### config.mk
export PLATFORM = sky130hd
export DESIGN_NAME = scope_fb_scheduler_flat
export DESIGN_NICKNAME = d
export VERILOG_FILES = /design/src/rtl/hdmi_pkg.sv /design/src/rtl/scope_fb_scheduler_if.sv /design/src/rtl/scope_fb_scheduler_vblank_detect.sv /design/src/rtl/scope_fb_scheduler.sv /design/src/flat_wrapper.sv
export SDC_FILE = /design/constraint.sdc
export NUM_CORES = 1
export LEC_CHECK = 0
export ABC_AREA = 1
export ABC_CLOCK_PERIOD_IN_PS = 1900
export CAP_MARGIN = 20
export CORE_MARGIN = 2
export CORE_UTILIZATION = 39
export CTS_CLUSTER_DIAMETER = 50
export CTS_CLUSTER_SIZE = 20
export DETAILED_ROUTE_END_ITERATION = 16
export GPL_TIMING_DRIVEN = 0
export PLACE_DENSITY = 0.79
export SLEW_MARGIN = 40
export SYNTH_ARGS = -nofsm -noshare
export SYNTH_HDL_FRONTEND = slang
export SYNTH_SLANG_ARGS = --single-unit
export TNS_END_PERCENT = 100
### constraint.sdc
create_clock -name clk -period 1.9 [get_ports clk]
set_input_delay 0.38 -clock clk [delete_from_list [all_inputs] [get_ports clk]]
set_output_delay 0.38 -clock clk [all_outputs]
set_load 0.01 [all_outputs]
### src/rtl/hdmi_pkg.sv
// Shared HDMI timing constants and the scan-out scheduler state encoding.
package hdmi_pkg;

    localparam int H_ACTIVE  = 640;
    localparam int H_TOTAL   = 800;
    localparam int V_ACTIVE  = 480;
    localparam int V_TOTAL   = 525;
    localparam int N_SAMPLES = 640;

    typedef enum logic [1:0] {
        IDLE,
        COPY,
        DRAIN
    } sched_state_t;

endpackage

### src/rtl/scope_fb_scheduler_if.sv
// Acquisition write port: valid/ready handshake carrying one sample per transfer.
interface scope_fb_scheduler_if #(
    parameter int AW = 10,
    parameter int DW = 8
);

    logic          acq_valid_i;
    logic          acq_ready_o;
    logic [AW-1:0] acq_addr_i;
    logic [DW-1:0] acq_data_i;
    logic          acq_last_i;

    modport master (
        output acq_valid_i, acq_addr_i, acq_data_i, acq_last_i,
        input  acq_ready_o
    );

    modport slave (
        input  acq_valid_i, acq_addr_i, acq_data_i, acq_last_i,
        output acq_ready_o
    );

endinterface

### src/rtl/scope_fb_scheduler_vblank_detect.sv
// One-cycle pulse on the first clock that counterY sits on the first blanking line.
module vblank_detect #(
    parameter int CNT_W    = 10,
    parameter int V_ACTIVE = 480
) (
    input  logic             clk,
    input  logic             rst_n,
    input  logic [CNT_W-1:0] counter_y,
    output logic             vblank_entry
);

    logic y_at_vblank;
    logic prev_y_is_active;  // previous line was already the blanking-entry line

    assign y_at_vblank = (counter_y == CNT_W'(V_ACTIVE));

    always_ff @(posedge clk or negedge rst_n) begin
        if (!rst_n) begin
            prev_y_is_active <= 1'b0;
        end else begin
            prev_y_is_active <= y_at_vblank;
        end
    end

    assign vblank_entry = y_at_vblank && !prev_y_is_active;

endmodule

### src/rtl/scope_fb_scheduler.sv
// Arbitrates the single-port sample RAM between the capture writer and a
// once-per-frame copy into the display line buffer during vertical blanking.
module scope_fb_scheduler #(
    parameter int N_SAMPLES = 640,
    parameter int AW        = 10,
    parameter int DW        = 8,
    parameter int V_ACTIVE  = 480,
    parameter int CNT_W     = 10
) (
    input  logic              clk,
    input  logic              rst_n,
    input  logic [CNT_W-1:0]  counter_y_i,
    scope_fb_scheduler_if.slave acq,
    output logic              ram_en_o,
    output logic              ram_we_o,
    output logic [AW-1:0]     ram_addr_o,
    output logic [DW-1:0]     ram_wdata_o,
    input  logic [DW-1:0]     ram_rdata_i,
    output logic              lb_we_o,
    output logic [AW-1:0]     lb_addr_o,
    output logic [DW-1:0]     lb_data_o,
    output logic              busy_o,
    output logic              copy_done_o,
    output logic              drop_o,
    output logic              late_o
);

    import hdmi_pkg::*;

    sched_state_t  state;
    logic [AW-1:0] rd_addr;
    logic          pending;
    logic          out_enable;
    logic          lb_we_q;
    logic [AW-1:0] lb_addr_q;
    logic          copy_done_q;
    logic          drop_q;
    logic          late_q;

    logic vblank_entry;
    logic start_copy;
    logic acq_fire;
    logic last_issued;

    vblank_detect #(
        .CNT_W    (CNT_W),
        .V_ACTIVE (V_ACTIVE)
    ) u_vblank_detect (
        .clk          (clk),
        .rst_n        (rst_n),
        .counter_y    (counter_y_i),
        .vblank_entry (vblank_entry)
    );

    assign start_copy  = vblank_entry && pending && (state == IDLE);
    // out_enable keeps ready low while reset is asserted, not just IDLE-decoded.
    assign acq.acq_ready_o = out_enable && (state == IDLE) && !start_copy;
    assign acq_fire    = acq.acq_valid_i && acq.acq_ready_o;
    assign last_issued = (rd_addr == AW'(N_SAMPLES - 1));

    // NOTE: every output gets a default before the branches, so no path can
    // leave one unassigned and infer a latch.
    always_comb begin
        ram_en_o    = 1'b0;
        ram_we_o    = 1'b0;
        ram_addr_o  = '0;
        ram_wdata_o = '0;
        if (state == COPY) begin
            ram_en_o   = 1'b1;
            ram_addr_o = rd_addr;
        end else if (acq_fire) begin
            ram_en_o    = 1'b1;
            ram_we_o    = 1'b1;
            ram_addr_o  = acq.acq_addr_i;
            ram_wdata_o = acq.acq_data_i;
        end
    end

    // NOTE: state is updated with non-blocking assignments so every branch
    // below sees the values from the start of the cycle.
    always_ff @(posedge clk or negedge rst_n) begin
        if (!rst_n) begin
            state       <= IDLE;
            rd_addr     <= '0;
            pending     <= 1'b0;
            out_enable  <= 1'b0;
            lb_we_q     <= 1'b0;
            lb_addr_q   <= '0;
            copy_done_q <= 1'b0;
            drop_q      <= 1'b0;
            late_q      <= 1'b0;
        end else begin
            out_enable  <= 1'b1;
            // The line-buffer write trails the RAM read by the one-cycle read latency.
            lb_we_q     <= (state == COPY);
            lb_addr_q   <= rd_addr;
            copy_done_q <= (state == COPY) && last_issued;
            drop_q      <= acq_fire && acq.acq_last_i && pending;
            if ((counter_y_i == '0) && (state != IDLE)) begin
                late_q <= 1'b1;
            end

            case (state)
                IDLE: begin
                    if (acq_fire && acq.acq_last_i) begin
                        pending <= 1'b1;
                    end
                    if (start_copy) begin
                        state   <= COPY;
                        rd_addr <= '0;
                    end
                end
                COPY: begin
                    if (last_issued) begin
                        state <= DRAIN;
                    end else begin
                        rd_addr <= rd_addr + 1'b1;
                    end
                end
                DRAIN: begin
                    pending <= 1'b0;
                    state   <= IDLE;
                end
                default: state <= IDLE;
            endcase
        end
    end

    assign busy_o      = (state != IDLE);
    assign lb_we_o     = lb_we_q;
    assign lb_addr_o   = lb_addr_q;
    assign lb_data_o   = lb_we_q ? ram_rdata_i : '0;
    assign copy_done_o = copy_done_q;
    assign drop_o      = drop_q;
    assign late_o      = late_q;

endmodule

### src/flat_wrapper.sv
// flat-port wrapper written by rule: the top's interface ports become plain ports
module scope_fb_scheduler_flat import hdmi_pkg::*;
#(
    parameter int N_SAMPLES = 640,
    parameter int AW        = 10,
    parameter int DW        = 8,
    parameter int V_ACTIVE  = 480,
    parameter int CNT_W     = 10
)
  (clk, rst_n, counter_y_i, ram_en_o, ram_we_o, ram_addr_o, ram_wdata_o, ram_rdata_i, lb_we_o, lb_addr_o, lb_data_o, busy_o, copy_done_o, drop_o, late_o, acq_acq_valid_i, acq_acq_addr_i, acq_acq_data_i, acq_acq_last_i, acq_acq_ready_o);
  scope_fb_scheduler_if #(.AW(AW), .DW(DW)) acq_i ();
  input  logic clk;
  input  logic rst_n;
  input  logic [CNT_W-1:0] counter_y_i;
  output logic ram_en_o;
  output logic ram_we_o;
  output logic [AW-1:0] ram_addr_o;
  output logic [DW-1:0] ram_wdata_o;
  input  logic [DW-1:0] ram_rdata_i;
  output logic lb_we_o;
  output logic [AW-1:0] lb_addr_o;
  output logic [DW-1:0] lb_data_o;
  output logic busy_o;
  output logic copy_done_o;
  output logic drop_o;
  output logic late_o;
  input wire logic [$bits(acq_i.acq_valid_i)-1:0] acq_acq_valid_i;
  input wire logic [$bits(acq_i.acq_addr_i)-1:0] acq_acq_addr_i;
  input wire logic [$bits(acq_i.acq_data_i)-1:0] acq_acq_data_i;
  input wire logic [$bits(acq_i.acq_last_i)-1:0] acq_acq_last_i;
  output wire logic [$bits(acq_i.acq_ready_o)-1:0] acq_acq_ready_o;
  assign acq_i.acq_valid_i = acq_acq_valid_i;
  assign acq_i.acq_addr_i = acq_acq_addr_i;
  assign acq_i.acq_data_i = acq_acq_data_i;
  assign acq_i.acq_last_i = acq_acq_last_i;
  assign acq_acq_ready_o = acq_i.acq_ready_o;
  scope_fb_scheduler #(.N_SAMPLES(N_SAMPLES), .AW(AW), .DW(DW), .V_ACTIVE(V_ACTIVE), .CNT_W(CNT_W)) u_core (.clk(clk), .rst_n(rst_n), .counter_y_i(counter_y_i), .acq(acq_i), .ram_en_o(ram_en_o), .ram_we_o(ram_we_o), .ram_addr_o(ram_addr_o), .ram_wdata_o(ram_wdata_o), .ram_rdata_i(ram_rdata_i), .lb_we_o(lb_we_o), .lb_addr_o(lb_addr_o), .lb_data_o(lb_data_o), .busy_o(busy_o), .copy_done_o(copy_done_o), .drop_o(drop_o), .late_o(late_o));
endmodule
==> results by group, run 1 <==
Floorplanning
  • Die width: just under 70 um
  • IO Count: 84
  • Core area: 3940 sq um
  • Die area: around 4600 sq um
  • Initial core utilization: 0.401
  • Die Ht: 67.7 um
  • Cell row count: 23

Placement
  • Inst Count DP: between 300 and 400
  • IO Port Bufs: 83
  • Final GP Congestion: approximately 0.77
  • Placed cell area: 2470 sq um
  • Detailed Place HPWL: 3110 um

Synth
  • Commonest cells in the netlist: nand2_1 (49), inv_1 (38), dfrtp_1 (29)
  • EDFF count, synth: 0
  • Area leader, netlist: dfrtp_1
  • Number of distinct library cells after synthesis: 27
  • Sequential share of the synthesized area: 0.459
  • Most numerous cell in the Yosys netlist: nand2_1
  • Post-synthesis cell count: roughly 210
  • Synth Area per Inst: ~7.7 sq um
  • Syn_nets: 247
  • Flops & latches, synth: 29
  • Post-Syn Area: 1580 sq um
  • Top_reg_cell synth: dfrtp_1
  • Yosys top cell area share: 0.459
  • Synthesis Warnings: 0
  • Top cells by area, synth: dfrtp_1 (46%), nand2_1 (12%), inv_1 (9.0%)
  • FFs w/ async S/R, synth: 1.00

Global routing
  • First-pass GRT wire length: roughly 6800 um
  • Largest net degree at the start of global routing: 30
  • Overflow left after global routing: 0
  • Global Route Usage Sum: 0.201
  • Initial antenna violation count: 0
  • Number of global-route vias before repair: ~1600

Pwr
  • Worst VDD drop: 0.000295 V
  • Cell Pwr Density: 493 nW/um^2
  • Pleak: ~1.4 nW
  • Total power: ~1.3 mW

Drt
  • Vias: about 1700
  • Detailed route wirelength on metal3: about 460 um
  • Final wirelength: between 4000 and 5000 um
  • WL/cell: around 12 um
  • Met1 WL: 1640 um
  • DRT Pass-1 Iters: 4
  • DR vias/cell: about 4.6
  • Antenna Nets Post-Route: 0
  • Initial DRC count: 19
  • Met2 WL: approximately 2200 um
  • Drt drc: 0
  • DR top layer: met4

Timing
  • Least-Margin Pin Slew: around 0.63 ns
  • WHS: 0.118 ns
  • Min cycle time layout: ~2.1 ns
  • Worst relative slew slack: 0.582
  • Worst Clk Skew: approximately 0.0059 ns
  • Final hold violation count: 0
  • RSZ-0062 raised after global routing: yes
  • Setup ws final: -0.249 ns
  • Final Slew Violations: 0
  • Setup TNS: -3.60 ns
  • FMAX: between 0.4 and 0.5 GHz
  • # setup viols final: 20
  • Final period util: 1.13

Status
  • Failing checks: setup timing
  • Status: complete, but fails checks

Final layout
  • Ant. Diodes: 0
  • Fill cells: 338
  • Non-filler instance count after layout: 363
  • Fin area: 2660 sq um
  • Ratio of cells with drive above 1 in the final layout: 0.281
  • Final layout net count: 353
  • P&R area growth vs syn: 68.0%

Job
  • Maxcap violations: 0

Clock tree
  • Bufs on Longest Clock Path: 2
  • Max H-tree Level: 2
  • CTS tree: done
  • Clk root buf: clkbuf_8
  • Hold-fix buffers, CTS: 0
  • Worst-path clk slew: about 0.060 ns
  • Worst skew pair latency: ~0.28 ns
  • Inserted Clock Buffers: 5
  • Num Clock Sinks: 29

Worst setup path
  • Crit-path cells: nor2_2 -> inv_2 -> nor2_4 -> nand2_2 -> nor2_4 -> buf_6 -> buf_8 -> nand2_2 -> o21ai_1 -> buf_2
  • Slowest stage delay, CP: just under 0.4 ns
  • Critical path class: flip-flop to output pin
  • Max Fanout on Critical Path: 6
  • Buf+Inv Stages, Crit Path: 4
  • CP max stage cell: dfrtp_1
  • Crit path max-delay family: simple AND/OR/NAND/NOR gates
  • Worst endpoint required time: around 1.5 ns
  • Worst setup SP type: flip-flop
  • Critical path endpoint category: output pin
  • Critical Path AT: around 1.8 ns

Worst hold path
  • Hold WC Path Type: input pin to async pin
[stage by stage]
stage	util	setup slack, ns
after floorplan	-	0.260
after global placement	0.628	-0.857
after detailed placement	0.626	-0.920
after CTS	0.672	-0.216
after global routing	0.674	-0.365
final	0.674	-0.249
[registers in the layout, indices dropped and copies added, names as in the netlist]
register / flops
u_core.state: 2
u_core.pending: 1
u_core.out_enable: 1
u_core.rd_addr: 10
u_core.late_o: 1
u_core.u_vblank_detect.prev_y_is_active: 1
u_core.copy_done_o: 1
u_core.lb_we_o: 1
u_core.drop_o: 1
u_core.lb_addr_o: 10
[cell usage in the layout, fill, tap and decap left out, types with 2 or more instances in the layout]
master,netlist,routed
clkdlybuf4s50_1,0,48
nand2_1,49,41
inv_1,38,38
dfrtp_1,29,29
nor2_1,26,25
buf_2,0,18
buf_4,1,16
nand2_2,1,9
o21ai_1,9,9
dlygate4sd2_1,0,9
o21ai_2,8,8
nand3_1,7,7
clkbuf_8,0,7
inv_2,7,6
nor2_4,2,5
nand4_1,4,4
buf_6,1,4
nor3_1,4,4
nor2_2,4,2
clkbuf_2,0,2
o21ai_0,2,2
nand2_4,2,2
xor2_1,2,2
dlymetal6s2s_1,0,2
clkdlybuf4s15_2,0,2
[final cells by class]
type / instances / area (sq um) / area share
Timing Repair Buffer: 100 / 870 / 0.327
Multi-Input combinational cell: 128 / 698 / 0.263
Buffer: 3 / 27.5 / 0.0104
Tap cell: 50 / 62.6 / 0.0236
Clock buffer: 7 / 96.3 / 0.0363
Sequential cell: 29 / 726 / 0.273
Inverter: 45 / 171 / 0.0645
Clock inverter: 1 / 5.00 / 0.00188
[cell families after synthesis]
family                     synth area share
other                               0.00237
xor gates and xnor gates             0.0111
DFF                                   0.459
buffers and inverters                 0.123
and+or+nand+nor                       0.309
AOI/OAI and AO/OA                    0.0878
adders and majority gates           0.00791
[power breakdown]
| part | internal (mW) | switching, mW | leakage [nW] |
|---|---|---|---|
| clock network | 0.326 | 0.222 | 0.0542 |
| registers | 0.620 | 0.000898 | 0.352 |
| logic | 0.0891 | 0.0504 | 1.00 |
| total | 1.04 | 0.274 | 1.41 |
[metal layers]
layer  global-route usage  up-vias
li1                     -      838
met1                0.224      767
met2                0.359       66
met3               0.0783        4
met4               0.0434        0
met5                    0        -
[path summary, 6_finish.rpt]
kind | from | end | slack (ns) | cells past startpoint
max | u_core.state[0] | ram_addr_o[5] | -0.25 | 10
min | rst_n | u_core.rd_addr[0] | 0.12 | 1
max reg2reg | u_core.rd_addr[0] | u_core.rd_addr[1] | 0.25 | 9
min reg2reg | u_core.rd_addr[1] | u_core.lb_addr_o[1] | 0.45 | 0
max in group asynchronous | rst_n | u_core.rd_addr[5] | 1.37 | 1
min in group clk | u_core.rd_addr[1] | u_core.lb_addr_o[1] | 0.45 | 0
[what timing repair did]
action                     CTS  global route
pin swaps                   12             4
resized for setup           99            15
cloned                       0             0
buffers inserted            14             3
setup endpoints to repair   29            23
hold endpoints to repair     0             0
(Power assumes the default switching activity.)
==> run 2: changes to the inputs <==
--- a/config.mk
+++ b/config.mk
@@ -19,4 +19,4 @@
 export SYNTH_ARGS = -nofsm -noshare
 export SYNTH_HDL_FRONTEND = slang
 export SYNTH_SLANG_ARGS = --single-unit
-export TNS_END_PERCENT = 100
+export TNS_END_PERCENT = 30
==> results by group, run 2 (synthesis results as in run 1) <==
Pwr
  • Cell Pwr Density: 501 nW/um^2 (+1.7%)
  • Worst VDD drop: 0.000298 V (+0.87%)
  • Pleak: 1.38 nW (-2.0%)
  • Total power: 1.31 mW (+0.20%)

Global routing
  • Number of global-route vias before repair: 1556 (-0.26%)
  • Initial antenna violation count: 0 (unchanged)
  • Global Route Usage Sum: 0.198 (-0.00212)
  • Overflow left after global routing: 0 (unchanged)
  • First-pass GRT wire length: 6740 um (-0.81%)
  • Largest net degree at the start of global routing: 30 (unchanged)

Drt
  • DRT Pass-1 Iters: 4 (unchanged)
  • Drt drc: 0 (unchanged)
  • WL/cell: 11.9 um (-0.52%)
  • Initial DRC count: 23 (+4)
  • Final wirelength: 4260 um (-1.6%)
  • Vias: 1648 (-1.6%)
  • Antenna Nets Post-Route: 0 (unchanged)
  • DR vias/cell: 4.59 (-0.52%)

Worst setup path
  • Buf+Inv Stages, Crit Path: 4 (unchanged)
  • Worst endpoint required time: 1.52 ns (about the same)
  • R2R Path Start: u_core.rd_addr[0]
  • End point of the critical path: ram_addr_o[5]
  • Slowest stage delay, CP: 0.43 ns (+0.04 ns)
  • Critical path class: flip-flop to output pin
  • CP max stage cell: dfrtp_1
  • R2R Setup Slk: 0.26 ns (about the same)
  • Critical path endpoint category: output pin
  • Crit path max-delay family: simple AND/OR/NAND/NOR gates
  • Critical Path AT: 1.79 ns (+0.02 ns)
  • Worst path depth: 10 (unchanged)
  • CP Launch Point: u_core.state[1]
  • RR Endpoint: u_core.rd_addr[1]
  • Crit-path cells: nor2_2 -> inv_2 -> nor2_4 -> nand2_2 -> nor2_4 -> buf_6 -> buf_8 -> nand2_2 -> o21ai_1 -> buf_2
  • Worst setup SP type: flip-flop
  • Reg2reg path depth: 9 (unchanged)
  • Max Fanout on Critical Path: 6 (unchanged)

Final layout
  • Fill cells: 350 (+3.6%)
  • Fin area: 2620 sq um (-1.5%)
  • Most common cell after layout, fill and taps aside: clkdlybuf4s50_1
  • Ant. Diodes: 0 (unchanged)
  • Most frequent cells in the layout: clkdlybuf4s50_1 (49), nand2_1 (42), inv_1 (38), dfrtp_1 (29), nor2_1 (25)
  • Final layout net count: 349 (-1.1%)
  • Non-filler instance count after layout: 359 (-1.1%)
  • Ratio of cells with drive above 1 in the final layout: 0.265 (-0.0158)
  • P&R area growth vs syn: 65.4%
  • Fin util: 0.664 (-0.0102)

Placement
  • Detailed Place HPWL: 3110 um (unchanged)
  • Worst slack, placed: -0.920 ns (unchanged)
  • IO Port Bufs: 83 (unchanged)
  • Final GP Congestion: 0.770 (unchanged)
  • Inst Count DP: 339 (unchanged)
  • Placed cell area: 2470 sq um (unchanged)

Timing
  • Setup ws final: -0.267 ns (-0.0178 ns)
  • Least-Margin Pin Slew: 0.619 ns (-0.00865 ns)
  • # setup viols final: 20 (unchanged)
  • Worst Clk Skew: 0.00387 ns (-0.00201 ns)
  • RSZ-0062 raised after global routing: yes
  • WHS: 0.114 ns (-0.00383 ns)
  • Final Slew Violations: 0 (unchanged)
  • Final period util: 1.14 (+0.00939)
  • Setup TNS: -3.80 ns (-0.207 ns)
  • Min cycle time layout: 2.17 ns (+0.0178 ns)
  • FMAX: 0.461 GHz (-0.82%)
  • Final hold violation count: 0 (unchanged)
  • Worst relative slew slack: 0.587 (+0.00577)

Floorplanning
  • Initial core utilization: 0.401 (unchanged)
  • Die Ht: 67.7 um (unchanged)
  • Cell row count: 23 (unchanged)
  • IO Count: 84 (unchanged)
  • Core area: 3940 sq um (unchanged)
  • Die width: 67.7 um (unchanged)
  • Die area: 4580 sq um (unchanged)

Status
  • Failing checks: setup timing
  • Status: complete, but fails checks

Clock tree
  • CTS tree: done
  • Inserted Clock Buffers: 5 (unchanged)
  • Max H-tree Level: 2 (unchanged)
  • Num Clock Sinks: 29 (unchanged)
  • Clk root buf: clkbuf_8
  • Worst-path clk slew: 0.06 ns (about the same)
  • Hold-fix buffers, CTS: 0 (unchanged)
  • Worst skew pair latency: 0.28 ns (about the same)
  • Bufs on Longest Clock Path: 2 (unchanged)

Worst hold path
  • Hold WC Path Type: input pin to async pin

Job
  • Maxcap violations: 0 (unchanged)
==> run 2: cell count changes in the layout (fill, tap and decap cells not counted) <==
cell             before  now
nand2_2               9    8
nand2_1              41   42
dlygate4sd2_1         9   11
clkdlybuf4s15_1       1    0
buf_6                 4    2
clkdlybuf4s50_1      48   49
buf_4                16   12
clkbuf_4              0    2
dlymetal6s2s_1        2    1
clkbuf_2              2    1
==> run 2: metal layers <==
layer | global-route usage | share of wire | vias up | wire (um)
met3 | 0.0783 | 0.098 | 2 | 419
met4 | 0.0434 | 0.0045 | 0 | 19
li1 | - | - | 829 | -
met5 | 0 | 0 | - | 0
met2 | 0.360 | 0.51 | 62 | 2190
met1 | 0.216 | 0.38 | 755 | 1630
==> run 2: worst register-to-register path, stage by stage (launching register included) <==
cell	delay [ns]
dfrtp_1	0.46
ha_1	0.25
nand3_2	0.15
nor2_4	0.14
nand3_4	0.11
nand2_4	0.09
nand2_4	0.06
buf_6	0.17
nand2_2	0.06
o21ai_2	0.04
==> run 2: where the power goes <==
part	switching, mW	leakage [nW]	internal, mW
combinational	0.0503	0.973	0.0892
sequential	0.000898	0.352	0.620
clock	0.225	0.0542	0.327
total	0.276	1.38	1.04
==> run 2: area by class of cell <==
type	instances	area, sq um	share of cell area
Clock inverter	1	5.00	0.00191
Sequential cell	29	726	0.277
Buffer	4	37.5	0.0143
Multi-Input combinational cell	128	696	0.266
Clock buffer	7	96.3	0.0368
Timing Repair Buffer	95	822	0.314
Tap cell	50	62.6	0.0239
Inverter	45	171	0.0655
==> run 2: worst min-delay path by stage <==
| stage | to | slack, ns | cells past startpoint | startpoint |
|---|---|---|---|---|
| after floorplan | u_core.copy_done_o | 0.08 | 0 | rst_n |
| after global placement | u_core.lb_addr_o[3] | 0.44 | 0 | u_core.rd_addr[3] |
| after detailed placement | u_core.lb_addr_o[1] | 0.43 | 0 | u_core.rd_addr[1] |
| after CTS | u_core.rd_addr[0] | 0.14 | 1 | rst_n |
| after global routing | u_core.rd_addr[0] | 0.16 | 1 | rst_n |
| final | u_core.pending | 0.11 | 1 | rst_n |
==> run 2: what timing repair did <==
item                                    CTS  global route
gates resized for setup                  95            15
pin swaps                                12             3
setup buffers                            11             1
endpoints found under the setup margin   29            28
